**config.mk**
```make
export PLATFORM = sky130hd
export DESIGN_NAME = job_descriptor_fetcher
export DESIGN_NICKNAME = d
export VERILOG_FILES = /design/src/rtl/job_descriptor_fetcher.sv
export SDC_FILE = /design/constraint.sdc
export NUM_CORES = 1
export LEC_CHECK = 0
export BUFFER_PORTS_ARGS = -buffer_cell sky130_fd_sc_hd__buf_2
export CORE_MARGIN = 1.5
export CORE_UTILIZATION = 52
export DETAILED_ROUTE_END_ITERATION = 16
export GPL_TIMING_DRIVEN = 0
export PLACE_DENSITY = 0.75
export SLEW_MARGIN = 25
export SYNTH_ARGS = -nofsm -noshare
export SYNTH_HDL_FRONTEND = slang
export SYNTH_SLANG_ARGS = --single-unit
```
**constraint.sdc**
```tcl
create_clock -name clk -period 2.8 [get_ports clk]
set_input_delay 0.28 -clock clk [delete_from_list [all_inputs] [get_ports clk]]
set_output_delay 0.28 -clock clk [all_outputs]
set_load 0.01 [all_outputs]
```
**src/rtl/job_descriptor_fetcher.sv**
```systemverilog
// job_descriptor_fetcher
// Walks a linked list of 16-byte job descriptors in memory over an AXI4 read
// port. For each descriptor it fetches one 4-beat burst, then requests a kernel
// slot from the global register block and hands the descriptor to the granted
// kernel. The list ends at the descriptor whose word0[0] (last) bit is set.
//
// Ports
//   clk, rst_n            clock, asynchronous active-low reset
//   manager_start         level run enable; a rising edge starts a list walk
//   init_addr             first descriptor address (low nibble forced to 0)
//   new_job / job_done    at least one kernel free / all kernels idle
//   job_start             one-cycle slot request to the global register block
//   kernel_start          one-hot grant, arrives the cycle after job_start
//   m_axi_ar* / m_axi_r*  AXI4 read address / read data channels
//   desc_valid            one-cycle strobe carrying a descriptor to a kernel
//   desc_kernel_sel       one-hot target kernel (held between strobes)
//   desc_data             {word3, word2, word1, word0} (held between strobes)
//   mgr_idle/done/error   status flags
//   jobs_dispatched       saturating count of dispatched descriptors
`timescale 1ns/1ps
module job_descriptor_fetcher #(
  parameter int         KERNEL_NUM = 8,
  parameter logic [7:0] DESC_MAGIC = 8'hD5
) (
  input  logic                  clk,
  input  logic                  rst_n,
  input  logic                  manager_start,
  input  logic [63:0]           init_addr,
  input  logic                  new_job,
  input  logic                  job_done,
  output logic                  job_start,
  input  logic [KERNEL_NUM-1:0] kernel_start,
  output logic [63:0]           m_axi_araddr,
  output logic [7:0]            m_axi_arlen,
  output logic                  m_axi_arvalid,
  input  logic                  m_axi_arready,
  input  logic [31:0]           m_axi_rdata,
  input  logic [1:0]            m_axi_rresp,
  input  logic                  m_axi_rlast,
  input  logic                  m_axi_rvalid,
  output logic                  m_axi_rready,
  output logic                  desc_valid,
  output logic [KERNEL_NUM-1:0] desc_kernel_sel,
  output logic [127:0]          desc_data,
  output logic                  mgr_idle,
  output logic                  mgr_done,
  output logic                  mgr_error,
  output logic [31:0]           jobs_dispatched
);

  typedef enum logic [3:0] {
    IDLE, FETCH_AR, FETCH_R, WAIT_SLOT, START, DISPATCH, DRAIN, DONE, ERROR
  } state_t;

  state_t                  state_q, state_d;
  logic                    start_prev_q;
  logic [63:0]             cur_addr_q;
  logic [3:0][31:0]        desc_buf_q;
  logic [2:0]              beat_cnt_q;
  logic                    err_q;
  logic                    abort_q;
  logic [31:0]             jobs_q;
  logic [KERNEL_NUM-1:0]   sel_q;
  logic [127:0]            data_q;

  logic        start_rise;
  logic        abort_now;
  logic        beat_err;
  logic        burst_err;
  logic        grant;
  logic        desc_last;
  logic [63:0] init_aligned;

  function automatic logic [31:0] sat_inc(input logic [31:0] v);
    return (v == 32'hFFFF_FFFF) ? v : v + 32'd1;
  endfunction

  assign init_aligned = init_addr & ~64'hF;
  assign start_rise   = manager_start & ~start_prev_q;
  // An abort seen at any point of a fetch or a start/dispatch pair is remembered
  // so the block can finish the bus transaction first and then return to IDLE.
  assign abort_now    = abort_q | ~manager_start;
  assign grant        = |kernel_start;
  assign desc_last    = desc_buf_q[0][0];

  // Per-beat protocol and content checks; beats past the fourth only matter
  // for their rlast/rresp since their data is discarded.
  assign beat_err = (m_axi_rresp != 2'b00)
                  | ((beat_cnt_q == 3'd0) && (m_axi_rdata[31:24] != DESC_MAGIC))
                  | (m_axi_rlast && (beat_cnt_q != 3'd3))
                  | ((beat_cnt_q == 3'd3) && !m_axi_rlast);
  assign burst_err = err_q | beat_err;

  always_ff @(posedge clk or negedge rst_n) begin
    if (!rst_n) state_q <= IDLE;
    else        state_q <= state_d;
  end

  always_comb begin
    state_d         = state_q;
    m_axi_arvalid   = 1'b0;
    m_axi_arlen     = 8'd0;
    m_axi_rready    = 1'b0;
    job_start       = 1'b0;
    desc_valid      = 1'b0;
    desc_kernel_sel = sel_q;
    desc_data       = data_q;
    case (state_q)
      IDLE: begin
        if (start_rise) state_d = FETCH_AR;
      end
      FETCH_AR: begin
        m_axi_arvalid = 1'b1;
        m_axi_arlen   = 8'd3;
        if (m_axi_arready) state_d = FETCH_R;
      end
      FETCH_R: begin
        m_axi_rready = 1'b1;
        if (m_axi_rvalid && m_axi_rlast) begin
          if (abort_now)      state_d = IDLE;
          else if (burst_err) state_d = ERROR;
          else                state_d = WAIT_SLOT;
        end
      end
      WAIT_SLOT: begin
        if (!manager_start) state_d = IDLE;
        else if (new_job)   state_d = START;
      end
      START: begin
        job_start = 1'b1;
        state_d   = DISPATCH;
      end
      DISPATCH: begin
        if (grant) begin
          desc_valid      = 1'b1;
          desc_kernel_sel = kernel_start;
          desc_data       = desc_buf_q;
        end
        if (abort_now)      state_d = IDLE;
        else if (!grant)    state_d = WAIT_SLOT;
        else if (desc_last) state_d = DRAIN;
        else                state_d = FETCH_AR;
      end
      DRAIN: begin
        if (!manager_start) state_d = IDLE;
        else if (job_done)  state_d = DONE;
      end
      DONE: begin
        if (!manager_start) state_d = IDLE;
      end
      ERROR: begin
        if (!manager_start) state_d = IDLE;
      end
      default: state_d = IDLE;
    endcase
  end

  always_ff @(posedge clk or negedge rst_n) begin
    if (!rst_n) begin
      start_prev_q <= 1'b1;
      cur_addr_q   <= '0;
      desc_buf_q   <= '0;
      beat_cnt_q   <= '0;
      err_q        <= 1'b0;
      abort_q      <= 1'b0;
      jobs_q       <= '0;
      sel_q        <= '0;
      data_q       <= '0;
    end else begin
      start_prev_q <= manager_start;
      case (state_q)
        IDLE: begin
          abort_q <= 1'b0;
          if (start_rise) begin
            cur_addr_q <= init_aligned;
            jobs_q     <= '0;
          end
        end
        FETCH_AR: begin
          if (!manager_start) abort_q <= 1'b1;
          if (m_axi_arready) begin
            beat_cnt_q <= '0;
            err_q      <= 1'b0;
          end
        end
        FETCH_R: begin
          if (!manager_start) abort_q <= 1'b1;
          if (m_axi_rvalid) begin
            // Count saturates at 4 so surplus beats are consumed but not stored.
            if (!beat_cnt_q[2]) begin
              desc_buf_q[beat_cnt_q[1:0]] <= m_axi_rdata;
              beat_cnt_q                  <= beat_cnt_q + 3'd1;
            end
            err_q <= burst_err;
          end
        end
        START: begin
          if (!manager_start) abort_q <= 1'b1;
        end
        DISPATCH: begin
          if (grant) begin
            jobs_q <= sat_inc(jobs_q);
            sel_q  <= kernel_start;
            data_q <= desc_buf_q;
            if (!desc_last) cur_addr_q <= cur_addr_q + 64'd16;
          end
        end
        default: ;
      endcase
    end
  end

  assign m_axi_araddr    = cur_addr_q;
  assign mgr_idle        = (state_q == IDLE);
  assign mgr_done        = (state_q == DONE);
  assign mgr_error       = (state_q == ERROR);
  assign jobs_dispatched = jobs_q;

endmodule

```
==> reports/qor.yml, run 1 <==
nFillCells: 2406
ir_worst_vdd_mv: 0.770
synth_xor_area_share_pct: 1.38
numPortBuffers: 346
final_util_pct: 66.6
route.detailed.drc: 0
netlist_area_sq_um: 16400
crit_path_top_delay_cell: "dfrtp_2"
yosys_warnings: 0
grt_pass1_vias: 14300
grt_use_total_pct: 31.3
regArea_sq_um: 9160
root_buffer: "clkbuf_16"
synthMuxAreaShare_pct: 9.05
syn_inst: 1624
fin_worst_skew_ps: 19.5
final_antenna_net_count: 0
synth_compound_area_share_pct: 8.51
crit_path_max_incr_delay_ps: 440
place.detailed.hpwl_mm: 36.1
drt_iter0_markers: 1398
timing.hold.ws_ps: 14.6
gp_routability_congestion: 0.925
synth_top_family_by_area: "simple AND/OR/NAND/NOR gates"
grt_start_max_net_pins: 94
area_growth_pct: 24.9
fmax_mhz: 367
yosysUniqueCellTypes: 91
die_w_um: 181
tightestPinTransition_ps: 810
clk_path_buf_depth: 3
power_density_nw_per_um2: 1020
pin_count: 361
rows: 64
nets: 2163
wl_per_cell_um: 20.8
clk-insertion-delay-late_ps: 550
clkSlewWorstSetupHoldPaths_ps: 60
layout_commonest_cell: "nand2_1"
cts_max_level: 2
status: "finished, final reports clean"
cts_tree: "yes"
cts_sinks: 366
die_y_um: 181
synth_edf_count: 0
path_class: "reg2out"
path_cells: "nand2b_4 -> nor3b_4 -> nand2_2 -> buf_4 -> buf_6 -> buf_4 -> nand2_1 -> nand2_1 -> buf_2"
power.leakage_uw: 0.0106
layout.cells.non_filler: 2471
start_kind: "register"
synth_area_per_cell_sq_um: 10.1
maxCapViolations: 0
ys_seq_elements: 366
async_reset_ff_share_pct: 100
dieArea_sq_um: 32700
dp_cells: 2379
setup_viol: 0
multiInputGateArea_sq_um: 6850
end_kind: "output pin"
hold_path.class: "in2reg"
post-route-period-util_pct: 97.4
grt_pass1_wl_mm: 80.2
grt_antenna_before_repair: 5
drtPass1Iterations: 7
drive_gt1_share_pct: 30.3
initial_utilization_pct: 53.4
fp.coreArea_sq_um: 30800
cts_buffers: 39
synthSimpleGateAreaFrac_pct: 21.5
timing.slew.headroom_pct: 45.6
vias: 14300
worst_ep_arrival_time_ps: 2450
min_period_ps: 2730
cp_max_fo: 10
final_cell_mix: "nand2_1 (458), buf_2 (364), dfrtp_1 (364), mux2_2 (90), nor2_1 (79)"
grt-ovfl-total: 0
ys_seq_area_share_pct: 55.7
routed_wl_mm: 51.3
synthAdderAreaFrac_pct: 0.456
ys.flop_type: "dfrtp_1"
hold_viol_final: 0
slew_violations: 0
via_per_inst: 5.81
required_ps: 2520
==> registers in the layout (all words and copies together), names as in the netlist <==
register         cells
abort_q              1
desc_buf_q         128
beat_cnt_q           3
start_prev_q         1
err_q                1
data_q             128
jobs_dispatched     32
m_axi_araddr        60
sel_q                8
state_q              4
==> kinds of logic (layout without fill, tap and decap cells) <==
family,Yosys count,count (layout)
AND/OR/NAND/NOR,760,760
flip-flops,366,366
AO/OA/AOI/OAI,217,217
multiplexers,132,132
buffers and inverters,116,553
XOR/XNOR,26,26
adder cells (fa/ha/maj),6,6
other,1,15
==> per-stage QoR <==
| stage | TNS (ps) | cell area (sq um) | setup slack, ps | power [uW] |
|---|---|---|---|---|
| 6_report | 0 | 20500 | 73.9 | 20900 |
| 5_1_grt | -0.0873 | 20500 | -0.0873 | 22000 |
| 4_1_cts | 0 | 20400 | 1.88 | 20800 |
| 3_5_place_dp | -39390 | 18800 | -467 | 15500 |
| 3_3_place_gp | -2130770 | 18700 | -5600 | 15200 |
| 2_1_floorplan | 0 | 16500 | 561 | 12500 |
==> worst paths after layout <==
kind | start | endpoint | slack (ps) | cells past startpoint
min in group asynchronous | rst_n | sel_q[1] | 240 | 2
min reg2reg | data_q[103] | data_q[103] | 460 | 2
min | m_axi_rdata[15] | desc_buf_q[15] | 10 | 2
max reg2reg | state_q[2] | m_axi_araddr[35] | 70 | 6
max in group asynchronous | rst_n | data_q[21] | 1400 | 4
max | state_q[3] | desc_data[116] | 70 | 9
==> routing by layer <==
| metal | share of wire, % | vias to the layer above | track usage, % |
|---|---|---|---|
| li1 | - | 6435 | - |
| met1 | 39 | 7018 | 39.6 |
| met2 | 47 | 753 | 50.6 |
| met3 | 9.9 | 141 | 8.77 |
| met4 | 3.7 | 2 | 12.7 |
| met5 | 0.025 | - | 0 |
==> report_power, final <==
| part | switching [uW] | internal [uW] |
|---|---|---|
| Combinational | 4100 | 2920 |
| Clock | 2200 | 2980 |
| Sequential | 1410 | 7300 |
| Total | 7720 | 13200 |
==> layout make-up <==
cell class | instances | area share, %
diodes | 5 | 0.0609
plain buffers | 101 | 3.07
clock buffers | 54 | 5.37
clock inverters | 14 | 0.926
inverters | 14 | 0.268
multi-input cells | 1151 | 33.3
flip-flops and latches | 366 | 44.6
well taps | 396 | 2.41
repair buffers | 370 | 9.95
==> worst max-delay path, delay by kind of cell (launching register included) <==
| kind | cells | cell delay, ps |
|---|---|---|
| flops | 1 | 440 |
| buf+inv | 4 | 730 |
| simple gates | 5 | 720 |
==> timing repair <==
| item | in CTS | in global routing |
|---|---|---|
| hold buffers | 17 | 0 |
| setup buffers | 1 | 2 |
| gates resized for setup | 49 | 45 |
| pin swaps | 1 | 1 |
| hold endpoints to repair | 65 | 0 |
| cloned | 0 | 0 |
| endpoints found under the setup margin | 146 | 151 |
==> synthesized netlist by cell type (13+ instances only) <==
| master | number | area share [%] |
|---|---|---|
| nand3_1 | 62 | 1.9 |
| dfrtp_1 | 365 | 56 |
| o22ai_1 | 16 | 0.61 |
| xor2_1 | 20 | 1.1 |
| nor3_1 | 30 | 0.91 |
| buf_2 | 25 | 0.76 |
| o22a_1 | 14 | 0.75 |
| o21ai_0 | 38 | 1.2 |
| mux2_2 | 90 | 6.2 |
| mux2_1 | 40 | 2.7 |
| clkbuf_1 | 53 | 1.2 |
| nand2_1 | 459 | 10 |
| inv_1 | 13 | 0.30 |
| nor2_1 | 80 | 1.8 |
| buf_4 | 14 | 0.64 |
| a21oi_1 | 75 | 2.3 |
| nand4_1 | 33 | 1.3 |
No activity file was read; power rests on OpenSTA's default activity.
==> run 2, diff against run 1 <==
- clock period: 2.8 -> 3.3 ns (I/O delays scaled with it)
==> reports/qor.yml, run 2 (synthesis gave the netlist of run 1 again) <==
status: "finished, final reports clean"
worst_ep_arrival_time_ps: 2810
fin_worst_skew_ps: 18.5
dieArea_sq_um: 32700
maxCapViolations: 0
rsz0062_at_grt: "yes"
crit_path_max_incr_delay_ps: 490
seq_power_share_pct: 42.0
drt_iter0_markers: 1245
final_util_pct: 65.6
grt_pass1_wl_mm: 79.6
fp.coreArea_sq_um: 30800
grt-ovfl-total: 0
numPortBuffers: 346
initial_utilization_pct: 53.4
ir_worst_vdd_mv: 0.609
cts_max_level: 2
end_kind: "output pin"
grt_pass1_vias: 14200
top_layer_used: "met5"
power.leakage_uw: 0.0104
path_cells: "nand2b_1 -> nor3b_2 -> nand2_1 -> inv_2 -> clkbuf_1 -> nand2_1 -> nand2_1 -> buf_2"
crit_path_top_delay_cell: "clkbuf_1"
nFillCells: 2453
min_period_ps: 3140
routed_wl_mm: 50.7
routedLengthMet1_mm: 20.0
cts_sinks: 366
hold_viol_final: 0
cts_setup_buffers: 0
die_y_um: 181
root_buffer: "clkbuf_16"
final_antenna_net_count: 0
pin_count: 361
via_per_inst: 5.79
layout.cells.non_filler: 2454
sw_frac_of_total_pct: 36.9
reg2reg_from: "state_q[1]"
slew_violations: 0
nets: 2145
finalSetupTns_ps: 0
min_path_cells: 3
cts_tree: "yes"
clk-insertion-delay-late_ps: 550
cts_buffers: 39
place.detailed.hpwl_mm: 36.1
wl_per_cell_um: 20.7
drive_gt1_share_pct: 29.3
clk_path_buf_depth: 3
cp_max_fo: 10
power_frac_clock_pct: 25.0
tightestPinTransition_ps: 819
post-route-period-util_pct: 95.2
path_class: "reg2out"
switchingPower_uw: 6510
timing.slew.headroom_pct: 45.0
setup_viol: 0
grt_start_max_net_pins: 94
path_common_cell: "nand2_1"
fmax_mhz: 318
internal-power_uw: 11100
layout_commonest_cell: "nand2_1"
met3_length_mm: 4.96
rows: 64
die_w_um: 181
area_growth_pct: 22.9
hold_start: "init_addr[57]"
combinationalPowerShare_pct: 33.0
drtPass1Iterations: 7
rr_endpoint: "m_axi_araddr[29]"
hold_path_end: "m_axi_araddr[57]"
gp_routability_congestion: 0.925
power_density_nw_per_um2: 872
route.detailed.drc: 0
clkSlewWorstSetupHoldPaths_ps: 60
wl_met2_mm: 23.8
r2r_slack_ps: 220
final_cell_mix: "nand2_1 (459), buf_2 (373), dfrtp_1 (365), mux2_2 (90), nor2_1 (80)"
start_kind: "register"
grt_antenna_before_repair: 5
hold_path.class: "in2reg"
grt_use_total_pct: 31.0
required_ps: 2970
reg2regPathDepth: 9
dp_cells: 2379
vias: 14200
run 2: cell types whose count changed in the layout (fill, tap and decap cells not counted), sizes merged:
cell and change:
clkbuf +4, diode +1, dlygate4sd3 -15, buf -7
run 2: worst max-delay path, delay by kind of cell (launching register included):
kind / cells / cell delay, ps
flops: 1 / 440
simple gates: 5 / 990
buf+inv: 3 / 840
run 2: how the worst max path moves through the flow:
stage                    startpoint              to  slack [ps]
finish                   state_q[3]    desc_data[0]         160
CTS                 kernel_start[0]   desc_data[91]          90
floorplan                state_q[1]  desc_data[100]        1030
global placement              rst_n      data_q[21]       -5150
global route             state_q[3]    desc_data[0]         -20
detailed placement  kernel_start[4]   desc_data[91]         -70
run 2: through the flow:
step / hold WS [ps] / area [sq um] / setup WS, ps / total power, uW
final: 18.7 / 20200 / 159 / 17600
after global routing: 45.4 / 20200 / -15.3 / 18600
after CTS: 7.62 / 20200 / 90.1 / 17600
after detailed placement: 252 / 18800 / -67.2 / 13200
after global placement: 449 / 18700 / -5150 / 12900
after floorplan: 34.4 / 16500 / 1030 / 10600
run 2: layer usage:
layer  vias to the layer above  track usage, %
met1                      6938            39.2
met3                       145            8.81
met5                         -               0
met2                       714            50.2
met4                         2            12.5
li1                       6402               -
run 2: layout make-up:
class	count	area (sq um)	share of cell area (%)
Buffer	101	523	2.59
Multi-Input combinational cell	1151	6800	33.7
Clock buffer	54	1100	5.45
Antenna cell	6	15.0	0.0743
Clock inverter	14	190	0.941
Inverter	14	52.6	0.260
Tap cell	396	495	2.45
Sequential cell	366	9160	45.3
Timing Repair Buffer	352	1870	9.26
run 2: power groups by stage:
stage / sequential (uW) / clock, uW / combinational, uW
floorplan: 7240 / 0 / 3380
global placement: 7300 / 0 / 5590
detailed placement: 7400 / 0 / 5770
CTS: 7350 / 4450 / 5800
global route: 7600 / 4620 / 6350
finish: 7400 / 4400 / 5820
run 2: what timing repair did:
| action | CTS | global route |
|---|---|---|
| hold buffers | 2 | 0 |
| gates resized for setup | 14 | 14 |
| endpoints found under the setup margin | 114 | 60 |
| endpoints found under the hold margin | 45 | 0 |
==> run 3, diff against run 2 <==
- CORE_ASPECT_RATIO: not set -> 0.9
- HOLD_SLACK_MARGIN: not set -> 0.06
- RECOVER_POWER: not set -> 25
==> reports/qor.yml, run 3 (synthesis gave the netlist of run 1 again) <==
status: "finished with violations"
violations: "max-capacitance violations, max-slew violations"
vias: 14400
power_frac_clock_pct: 25.8
cp_max_fo: 10
nFillCells: 2498
grt_start_max_net_pins: 100
timing.slew.headroom_pct: -29.0
grt-ovfl-total: 0
setup_ws_ps: 205
required_ps: 2970
drt_iter0_markers: 1277
path_class: "in2out"
cts_max_level: 2
grt_use_total_pct: 31.0
worst_ep_arrival_time_ps: 2770
numPortBuffers: 346
place.detailed.hpwl_mm: 36.2
fp.coreArea_sq_um: 31000
final_antenna_net_count: 0
routed_wl_mm: 51.1
nets: 2171
root_buffer: "clkbuf_16"
grt_antenna_before_repair: 8
clk_path_buf_depth: 3
route.detailed.drc: 0
start_kind: "primary input"
cts_tree: "yes"
fmax_mhz: 323
fin_worst_skew_ps: 22.8
finalSetupTns_ps: 0
drtPass1Iterations: 5
cts_setup_buffers: 0
maxCapViolations: 1
layout_commonest_cell: "nand2_1"
reg2reg_from: "state_q[3]"
internal-power_uw: 11300
min_period_ps: 3100
hold_path.class: "in2reg"
die_w_um: 190
hold_path_end: "m_axi_araddr[60]"
hold_viol_final: 0
final_cell_mix: "nand2_1 (459), dfrtp_1 (365), buf_2 (334), mux2_2 (90)"
pre_cts_ws_ps: -149
power.leakage_uw: 0.0104
clk-insertion-delay-late_ps: 560
end_kind: "output pin"
rows: 61
drive_gt1_share_pct: 27.4
die_y_um: 172
rsz0062_at_grt: "no"
post-route-period-util_pct: 93.8
initial_utilization_pct: 53.1
reg2regPathDepth: 9
rr_endpoint: "m_axi_araddr[36]"
tightestPinTransition_ps: 1940
slew_violations: 69
hold_start: "init_addr[60]"
grt_pass1_vias: 14100
area_growth_pct: 24.7
pin_count: 361
clkSlewWorstSetupHoldPaths_ps: 60
ir_worst_vdd_mv: 0.712
power_uw: 17800
seq_power_share_pct: 41.4
min_path_cells: 2
dieArea_sq_um: 32700
gp_routability_congestion: 0.963
combinationalPowerShare_pct: 32.9
r2r_slack_ps: 330
cts_buffers: 39
cts_sinks: 366
sw_frac_of_total_pct: 36.5
grt_pass1_wl_mm: 78.0
setup_viol: 0
via_per_inst: 5.76
wl_per_cell_um: 20.4
switchingPower_uw: 6500
power_density_nw_per_um2: 869
-- run 3: how the worst max path moves through the flow --
stage	start	end	slack (ps)
5_1_grt	kernel_start[0]	desc_data[88]	20
2_1_floorplan	state_q[1]	desc_data[100]	1030
3_3_place_gp	rst_n	data_q[120]	-5130
4_1_cts	state_q[1]	desc_data[127]	10
3_5_place_dp	kernel_start[4]	desc_data[98]	-150
6_report	kernel_start[0]	desc_data[98]	200
-- run 3: power groups by stage --
stage / Combinational [uW] / Clock (uW) / Sequential, uW
2_1_floorplan: 3380 / 0 / 7240
3_3_place_gp: 5620 / 0 / 7290
3_5_place_dp: 5780 / 0 / 7390
4_1_cts: 5860 / 4650 / 7330
5_1_grt: 6410 / 4830 / 7560
6_report: 5850 / 4590 / 7370
-- run 3: repair_timing --
item	in CTS	in global routing
setup endpoints to repair	120	91
pin swaps	0	0
hold endpoints to repair	135	0
hold buffers	28	0
gates resized for setup	14	12
-- run 3: layout make-up --
| cell class | count | area (sq um) | area share (%) |
|---|---|---|---|
| sequential | 366 | 9160 | 44.7 |
| multi-input combinational | 1151 | 6800 | 33.2 |
| timing repair buffer | 378 | 2080 | 10.1 |
| clock buffer | 56 | 1140 | 5.56 |
| buffer | 101 | 520 | 2.54 |
| tap | 409 | 512 | 2.50 |
| clock inverter | 15 | 223 | 1.09 |
| inverter | 14 | 52.6 | 0.256 |
| antenna | 8 | 20.0 | 0.0976 |
-- run 3: through the flow --
| step | utilization (%) | area [sq um] | hold WS (ps) | std cells |
|---|---|---|---|---|
| 6_report | 66.2 | 20500 | 77.7 | 2498 |
| 3_3_place_gp | 60.4 | 18700 | 448 | 2388 |
| 5_1_grt | 66.2 | 20500 | 63.9 | 2495 |
| 2_1_floorplan | - | 16500 | 34.4 | 1633 |
| 3_5_place_dp | 60.8 | 18800 | 345 | 2392 |
| 4_1_cts | 66.2 | 20500 | 63.0 | 2490 |
-- run 3: critical path: stages --
cell and delay [ps]:
buf_2 130, nor4_2 610, nand2_1 250, nand2_1 170, buf_2 230, buf_2 340
buf_2 330, nand2_1 90, nand2_1 120, buf_2 150
-- run 3: per-layer routing --
layer | vias up | track usage, % | share of wire, %
li1 | 6463 | - | -
met1 | 7064 | 41.0 | 40
met2 | 736 | 49.1 | 46
met3 | 133 | 7.47 | 10
met4 | 0 | 12.7 | 3.9
met5 | - | 0 | 0
